===== src/rtl/pb_port_master.sv =====
// Peripheral-bus port master: turns cmd/rsp handshakes into port_id/strobe bus cycles
// and latches a peripheral interrupt independently of the bus sequencer.
module pb_port_master #(
    parameter int IRQ_EDGE = 1
) (
    input  logic       clk,
    input  logic       reset,
    input  logic       cmd_valid,
    output logic       cmd_ready,
    input  logic       cmd_write,
    input  logic [7:0] cmd_port,
    input  logic [7:0] cmd_data,
    output logic       rsp_valid,
    input  logic       rsp_ready,
    output logic [7:0] rsp_data,
    output logic [7:0] port_id,
    output logic [7:0] out_port,
    input  logic [7:0] in_port,
    output logic       write_strobe,
    output logic       read_strobe,
    input  logic       interrupt,
    output logic       irq_pending,
    input  logic       irq_clear
);

    typedef enum logic [1:0] {
        IDLE   = 2'd0,
        SETUP  = 2'd1,
        STROBE = 2'd2,
        RESP   = 2'd3
    } state_t;

    state_t     state;
    state_t     state_nxt;
    logic       wr_q;
    logic       wr_nxt;
    logic [7:0] port_id_nxt;
    logic [7:0] out_port_nxt;
    logic [7:0] rsp_data_nxt;
    logic       rsp_valid_nxt;
    logic       write_strobe_nxt;
    logic       read_strobe_nxt;
    logic       irq_hist;
    logic       irq_set;

    // Only combinational output; forced low while reset is asserted.
    assign cmd_ready = (state == IDLE) && reset;

    always_comb begin
        state_nxt        = state;
        wr_nxt           = wr_q;
        port_id_nxt      = port_id;
        out_port_nxt     = out_port;
        rsp_data_nxt     = rsp_data;
        rsp_valid_nxt    = rsp_valid;
        write_strobe_nxt = 1'b0;
        read_strobe_nxt  = 1'b0;
        case (state)
            IDLE: begin
                if (cmd_valid) begin
                    wr_nxt       = cmd_write;
                    port_id_nxt  = cmd_port;
                    out_port_nxt = cmd_data;
                    state_nxt    = SETUP;
                end
            end
            SETUP: begin
                write_strobe_nxt = wr_q;
                read_strobe_nxt  = ~wr_q;
                state_nxt        = STROBE;
            end
            STROBE: begin
                // Peripherals have had one cycle since port_id changed, so in_port is valid now.
                if (wr_q) begin
                    state_nxt = IDLE;
                end else begin
                    rsp_data_nxt  = in_port;
                    rsp_valid_nxt = 1'b1;
                    state_nxt     = RESP;
                end
            end
            RESP: begin
                if (rsp_ready) begin
                    rsp_valid_nxt = 1'b0;
                    state_nxt     = IDLE;
                end
            end
            default: state_nxt = IDLE;
        endcase
    end

    always_ff @(posedge clk) begin
        if (!reset) begin
            state        <= IDLE;
            wr_q         <= 1'b0;
            port_id      <= 8'h00;
            out_port     <= 8'h00;
            rsp_data     <= 8'h00;
            rsp_valid    <= 1'b0;
            write_strobe <= 1'b0;
            read_strobe  <= 1'b0;
        end else begin
            state        <= state_nxt;
            wr_q         <= wr_nxt;
            port_id      <= port_id_nxt;
            out_port     <= out_port_nxt;
            rsp_data     <= rsp_data_nxt;
            rsp_valid    <= rsp_valid_nxt;
            write_strobe <= write_strobe_nxt;
            read_strobe  <= read_strobe_nxt;
        end
    end

    // A set in the same cycle as irq_clear takes priority.
    assign irq_set = (IRQ_EDGE != 0) ? (interrupt & ~irq_hist) : interrupt;

    always_ff @(posedge clk) begin
        if (!reset) begin
            irq_hist    <= 1'b0;
            irq_pending <= 1'b0;
        end else begin
            irq_hist <= interrupt;
            if (irq_set) begin
                irq_pending <= 1'b1;
            end else if (irq_clear) begin
                irq_pending <= 1'b0;
            end
        end
    end

endmodule


===== config.mk =====
export PLATFORM = sky130hd
export DESIGN_NAME = pb_port_master
export DESIGN_NICKNAME = d
export VERILOG_FILES = /design/src/rtl/pb_port_master.sv
export SDC_FILE = /design/constraint.sdc
export NUM_CORES = 1
export LEC_CHECK = 0
export CAP_MARGIN = 15
export CORE_MARGIN = 1.5
export CORE_UTILIZATION = 40
export DETAILED_ROUTE_END_ITERATION = 12
export PLACE_DENSITY = 0.78
export SLEW_MARGIN = 20
export SYNTH_ARGS = -nofsm -noshare
export SYNTH_HDL_FRONTEND = slang
export SYNTH_SLANG_ARGS = --single-unit

===== constraint.sdc =====
create_clock -name clk -period 1.48 [get_ports clk]
set_input_delay 0.37 -clock clk [delete_from_list [all_inputs] [get_ports clk]]
set_output_delay 0.37 -clock clk [all_outputs]
set_load 0.05 [all_outputs]

Yosys cells after proc, flatten, opt, wreduce, memory -nomap -nowiden
Cells that the tools add are included.
- flip-flop bits (word level): 32
- input bits: 31
- output and inout port bits: 29
- equality and inequality tests: 6
- mux-type cells: 9
- bitwise logic cells: 3
- reduce and logical (&&, ||, !) cells: 9
- operators by type and width (cell ; number):
    case mux 2 bit (4 select lines) ; 1
    AND reduction 2 bit ; 4
    2-to-1 mux 2 bit ; 3
    != test 2 bit (second input constant) ; 3
    == test 2 bit (second input constant) ; 2
    2-to-1 mux 1 bit ; 4
    nonzero test 2 bit ; 2
    AND reduction 3 bit ; 1
    == test 2 x 1 -> 1 bit (second input constant) ; 1
    logical NOT 2 bit ; 1
    inverter 1 bit ; 2
    case mux 1 bit (2 select lines) ; 1
    AND 1 bit ; 1
    logical AND 1 bit ; 1

Longest topological paths before layout
Gate-level depths: netlist of the first run.
- depth in word-level cells: 3
- gate-level depth with buffers: 6

Worst setup path after synthesis of the first run
No wires, ideal clock.
- path kind: reg2reg
- start point: reg state[0]
- end point: reg rsp_data[6]
- arrival time: 1.176 ns
- setup slack: 0.189 ns
- stages on the path, launching flop included: 7
- path buffers: 3
- period minus slack after synthesis: 1.291 ns
- path through: dfxtp_1 buf_6 or3b_1 buf_6 buf_12 nand3_2 o21ai_2
- word-level cells in the longest chain between the ends: 2
- RTL lines (item ; RTL line ; RTL):
    start: declaration ; 33 ; state_t state;
    start signal: assignment ; 103 ; state <= state_nxt;
    == test 2 bit ; 58 ; case (state)
    AND reduction 2 bit (no line) ; - ;
    end signal: assignment ; 107 ; rsp_data <= rsp_data_nxt;
    end: declaration ; 15 ; output logic [7:0] rsp_data,
No other way between the ends.
A chain may end at the register's enable or synchronous reset.

Worst setup path after layout of the first run
- start point: reg state[1]
- end point: out cmd_ready
- word-level cells in the longest chain between the ends: 2
- RTL lines (item ; RTL line ; RTL):
    logical NOT 2 bit ; 47 ; assign cmd_ready = (state == IDLE) && reset;
    logical AND 1 bit ; 47 ;
    end: declaration ; 9 ; output logic cmd_ready,
No other way between the ends.

==> results.md, run 1 <==
* Worst reg-to-reg path cell count at 6
* Vias in the first global route at 1100
* Kind of critical path: reg -> out
* Post-synth net total at 173
* Syn Area/Cell at 9.00 um^2
* Antenna violations before repair at 0
* CP peak stage delay at 0.35 ns
* Fin. Hold Viols at 0
* Synth area leaders: dfxtp_1, nand3_1, nand2_1, o21ai_0, o21ai_2
* Clk Latency, worst-skew pair at around 0.33 ns
* CTS Hold Bufs at 0
* Initial Util at 0.418
* Hold path start: wr_q
* Hold path endpoint: read_strobe
* Routed WL at about 3.0 mm
* Largest net degree at the start of global routing at 56
* Nature of the critical path startpoint: register
* CP Data Required Time at about 1.1 ns
* DRC at 0
* Sequential element share of the synthesized area at 0.501
* Multi-input gate area at 518 um^2
* Std-Cell Rows at 20
* CP top delay family: simple AND/OR/NAND/NOR gates
* Max Cap Violations at 0
* Worst r2r dst: rsp_data[3]
* Worst hold path depth at 1
* Post-synth EDFFs at 0
* Io pins at 60
* Final worst setup slack at -0.105 ns
* DR iter-0 viols at 32
* IO buf count at 59
* Worst Path Arrival at between 1 and 1.5 ns
* Crit-path cells: and2b_1 -> and2b_2 -> buf_12
* WL/cell at around 12 um
* Grt ovf at 0
* Post-synth ARST share at 0
* Final setup violation count at 1
* CTS clk-pin slew, worst paths at 0.10 ns
* DR vias/cell at 4.80
* # diodes at 0
* Dpl cells at ~240
* Maximum clock frequency at ~630 MHz
* GP Congestion at roughly 0.77
* Worst-margin pin slew at 0.498 ns
* CTS tree: done
* Area leader, netlist: dfxtp_1
* Worst VDD drop at 0.669 mV
* CTS sink count at 32
* Routed Antenna Nets at 0
* Yosys cell types at 26
* Worst Hold Slack at just under 0.5 ns
* Worst hold path class: reg -> reg
* Place WS at -0.0767 ns
* Crit path capture type: output pin
* CTS Buffer Depth at 2
* Tcrit/Tclk final at 1.07
* Count leader, synth: dfxtp_1
* Pleak at between 0.8 and 0.9 nW
* First-pass iteration count of the detailed router at 5
* Post-layout net count at 233
* Status: finished, violations left
* RSZ-0062 raised after global routing: yes
* Global-route wire length before repair at slightly below 5 mm
* Top cells by count, synth: dfxtp_1, nand2_1, nand3_1
* Max FO, Critical Path at 2
* Area growth syn-to-layout at 73.9%
* FF+latch count, synth at 32
* DIE AREA at 3540 um^2
* Vias at approximately 1200
* Core Footprint at 3050 um^2
* Synth Flop Type: dfxtp_1
* CP bufs+invs at 1
* Pwr dens at 1070 nW/um^2
* H-tree levels at 2
* # fillers at 251
* Relative slew slack at 0.668
* Die Span Y at around 60 um
* Layout cells sized above 1 at 0.286
* Worst Skew at 0.00890 ns
* Post-route insts no fill at between 200 and 250
* HPWL Detailed at 2.18 mm
* Post-layout min period at 1.59 ns
* Num CTS Buffers at 5
* Flop-to-flop setup slack at ~0.050 ns
* Synth top area share at 0.501
* Synth Warn # at 0
* Mapped Area at 1280 um^2
* Worst r2r src: state[1]
* Max-slew violations at 0
* Setup TNS at -0.105 ns
* Root Buffer: clkbuf_4
* Register area at 646 um^2
* Slowest cell on crit path: dfxtp_4
* Mapped Cells at 142
* GRT Resource Usage Total at 0.184
* Violated checks: negative setup slack
* Die span in x at 59.5 um
area by class of cell:
type,instances,area share
sequential,32,0.291
timing repair buffer,65,0.420
inverter,3,0.00507
multi-input combinational,95,0.233
clock buffer,8,0.0265
tap,44,0.0248
registers in the layout, summed over array words and instances, names as in the netlist, 2 cells and up:
signal and flops:
rsp_data 8, port_id 8, out_port 8, state 2
cell usage in the layout, fill, tap and decap left out, drive strengths merged:
cell type and count:
clkbuf 8, dfxtp 32, o22ai 1, nand3 25
nor2 1, or3b 1, and3 1, nand2 29
o21bai 1, nor2b 1, a21boi 2, and2 2
buf 36, o311a 1, nor3b 1, o21ai 26
and2b 3, inv 3, clkdlybuf4s50 29
metal layers:
metal / vias to the layer above / share of wire / track usage
met5: - / 0 / 0
met4: 0 / 0.019 / 0.0667
met3: 7 / 0.084 / 0.0873
met2: 45 / 0.53 / 0.308
met1: 537 / 0.37 / 0.202
li1: 597 / - / -
stage by stage:
stage / util / total power, mW / area (um^2)
global placement: 0.700 / 1.86 / 2140
detailed placement: 0.700 / 1.88 / 2140
floorplan: - / 1.46 / 1280
global route: 0.728 / 2.50 / 2220
finish: 0.728 / 2.38 / 2220
CTS: 0.725 / 2.39 / 2210
report_power, final:
group / switching, mW / internal (mW) / total [mW]
registers: 0.0874 / 0.942 / 1.03
logic: 0.423 / 0.422 / 0.845
clock network: 0.275 / 0.234 / 0.509
worst max path at each step:
stage | slack [ns] | depth (start not counted) | startpoint | end
after floorplan | 0.19 | 6 | state[0] | rsp_data[6]
after global placement | -0.03 | 5 | cmd_valid | port_id[7]
after detailed placement | -0.08 | 5 | cmd_valid | out_port[2]
after CTS | -0.11 | 3 | state[1] | cmd_ready
after global routing | -0.15 | 3 | state[1] | cmd_ready
final | -0.11 | 3 | state[1] | cmd_ready
cell families after synthesis:
family | synth area share
buffers and inverters | 0.0930
and+or+nand+nor | 0.246
AOI/OAI and AO/OA | 0.160
DFF | 0.501
repair_timing:
action,in CTS,in global routing
pin swaps,0,0
endpoints found under the hold margin,0,0
resized for setup,3,0
buffers inserted,2,1
endpoints found under the setup margin,1,1
Power figures use the tool's default switching activity.
==> inputs of run 2 (changes only) <==
CELL_PAD_IN_SITES_DETAIL_PLACEMENT = 2   (was default)
CELL_PAD_IN_SITES_GLOBAL_PLACEMENT = 2   (was default)
CORE_UTILIZATION = 22   (was 40)
CTS_BUF_LIST = sky130_fd_sc_hd__clkbuf_8 sky130_fd_sc_hd__clkbuf_16   (was default)
PLACE_DENSITY = default   (was 0.78)
PLACE_DENSITY_LB_ADDON = 0.1   (was default)
==> results.md, run 2 (synthesis results as in run 1) <==
* Status: finished, violations left
* Violated checks: negative setup slack
* Setup TNS at -0.0334 ns (+0.0720 ns)
* CTS sink count at 32 (unchanged)
* Sw frac at 0.326 (-0.00336)
* Met3 Usage GRT at 0.0494 (-0.0379)
* CTS Buffer Depth at 2 (unchanged)
* Worst VDD drop at 0.444 mV (-34%)
* HPWL Detailed at 2.93 mm (+34%)
* Worst r2r src: state[1]
* CP Data Required Time at 1.11 ns (about the same)
* Final setup violation count at 1 (unchanged)
* Post-route insts no fill at 276 (+12%)
* Commonest non-fill, non-tap cells in the layout: dfxtp_1, buf_12, nand2_1, clkdlybuf4s50_1, nand3_1
* Slowest cell on crit path: dfxtp_2
* Core Footprint at 5540 um^2 (+81%)
* Multi-input gate area at 524 um^2 (+1.2%)
* DRC at 0 (unchanged)
* Flop-to-flop setup slack at 0.18 ns (+0.13 ns)
* Pleak at 0.886 nW (+2.8%)
* Crit-path cells: and2b_1 -> and2b_2 -> buf_12
* CTS Hold Bufs at 0 (unchanged)
* Dpl cells at 266 (+13%)
* CP peak stage delay at 0.33 ns (-0.02 ns)
* Die span in x at 79.2 um (+33%)
* CTS clk-pin slew, worst paths at 0.07 ns (-0.03 ns)
* Io pins at 60 (unchanged)
* Place WS at -0.111 ns (-0.0342 ns)
* DR vias/cell at 4.43 (-7.6%)
* Register area at 642 um^2 (-0.58%)
* Worst r2r dst: rsp_data[2]
* P_int at 1.74 mW (+9.0%)
* Fin. Hold Viols at 0 (unchanged)
* Post-layout min period at 1.51 ns (-0.0720 ns)
* Die Span Y at 79.2 um (+33%)
* Maximum clock frequency at 661 MHz (+4.8%)
* Post-layout net count at 234 (+0.43%)
* Grt ovf at 0 (unchanged)
* Hold path endpoint: read_strobe
* Largest regs: out_port (8), port_id (8), rsp_data (8)
* Pwr dens at 1120 nW/um^2 (+4.8%)
* Area growth syn-to-layout at 80.1%
* Global-route wire length before repair at 6.60 mm (+37%)
* Worst Skew at 0.00486 ns (-0.00405 ns)
* Clk Latency, worst-skew pair at 0.28 ns (-0.05 ns)
* Hold path start: state[0]
* Global routing usage on met2 at 0.249 (-0.0590)
* Layout cells sized above 1 at 0.294 (+0.00840)
* Worst-margin pin slew at 0.539 ns (+0.0413 ns)
* Max FO, Critical Path at 2 (unchanged)
* Crit path capture type: output pin
* Gr busiest metal: met2
* Worst Path Arrival at 1.14 ns (-0.08 ns)
* RSZ-0062 raised after global routing: yes
* Max-slew violations at 0 (unchanged)
* Final worst setup slack at -0.0334 ns (+0.0720 ns)
* Kind of critical path: reg -> out
* GRT Resource Usage Total at 0.136 (-0.0480)
* Critical Path Start: state[1]
* First-pass iteration count of the detailed router at 4 (-1)
* Routed WL at 3.84 mm (+28%)
* Register share of total power at 0.397 (-0.035)
* CTS tree: done
* GP Congestion at 0.664 (-13%)
* Leading cell type in the layout, fill and taps excluded: dfxtp_1
* DIE AREA at 6270 um^2 (+77%)
* Vias in the first global route at 1356 (+23%)
* DR iter-0 viols at 22 (-31%)
* Root Buffer: clkbuf_8
* GR Layer Usage met1 at 0.141 (-0.0607)
* Antenna violations before repair at 0 (unchanged)
* IO buf count at 59 (unchanged)
* Largest net degree at the start of global routing at 56 (unchanged)
* WL/cell at 13.9 um (+15%)
* Std-Cell Rows at 27 (+35%)
* Worst reg-to-reg path cell count at 5 (-1)
* # diodes at 0 (unchanged)
* Initial Util at 0.231 (-0.188)
* Gate power share at 0.337 (-0.017)
* Tcrit/Tclk final at 1.02 (-0.0486)
* Routed Antenna Nets at 0 (unchanged)
* Relative slew slack at 0.640 (-0.0275)
* Num CTS Buffers at 5 (unchanged)
* Max Cap Violations at 0 (unchanged)
* H-tree levels at 2 (unchanged)
* Clk pwr share at 0.266 (+0.052)
* Worst hold path depth at 2 (+1)
* Nature of the critical path startpoint: register
* # fillers at 597 (+140%)
* Worst hold path class: reg -> reg
* Psw at 843 uW (+7.4%)
* Vias at 1224 (+3.2%)
==> run 2: worst max path at each step <==
stage	endpoint	slack [ns]
3_3_place_gp	out_port[4]	-0.05
6_report	cmd_ready	-0.03
2_1_floorplan	rsp_data[6]	0.19
4_1_cts	cmd_ready	-0.05
5_1_grt	cmd_ready	-0.10
3_5_place_dp	out_port[4]	-0.11
==> run 2: worst max-delay path: cells and delay by family, from the launching register on <==
| family | cells | cell delay [ns] |
|---|---|---|
| buf+inv | 1 | 0.15 |
| simple gates | 2 | 0.39 |
| flops | 1 | 0.33 |
==> run 2: metrics by stage <==
step	hold WS, ns	util	cell area, um^2	total power, mW
floorplan	0.431	-	1280	1.46
global placement	0.455	0.396	2190	1.89
detailed placement	0.491	0.396	2190	1.92
CTS	0.503	0.415	2300	2.64
global route	0.535	0.415	2300	2.74
finish	0.496	0.415	2300	2.59
==> run 2: timing repair <==
| item | 4_1_cts | 5_1_grt |
|---|---|---|
| cloned | 0 | 0 |
| endpoints found under the hold margin | 0 | 0 |
| resized for setup | 1 | 0 |
| setup buffers | 2 | 0 |
| setup endpoints to repair | 1 | 1 |
==> run 2: power groups by stage <==
stage | Sequential, mW | Combinational (mW) | Clock [mW]
after global placement | 1.04 | 0.848 | 0
after CTS | 1.03 | 0.887 | 0.721
after detailed placement | 1.05 | 0.876 | 0
after global routing | 1.04 | 0.925 | 0.776
after floorplan | 1.23 | 0.229 | 0
final | 1.03 | 0.872 | 0.687
==> run 2: area by class of cell <==
| cell class | count | share of cell area |
|---|---|---|
| repair buffers | 66 | 0.409 |
| flip-flops and latches | 32 | 0.279 |
| well taps | 72 | 0.0392 |
| inverters | 3 | 0.00489 |
| clock inverters | 2 | 0.00435 |
| clock buffers | 6 | 0.0359 |
| multi-input cells | 95 | 0.228 |
==> run 2: layer usage <==
metal / vias to the layer above / share of wire
li1: 595 / -
met1: 588 / 0.36
met2: 39 / 0.57
met3: 2 / 0.066
met4: 0 / 0.0081
met5: - / 0
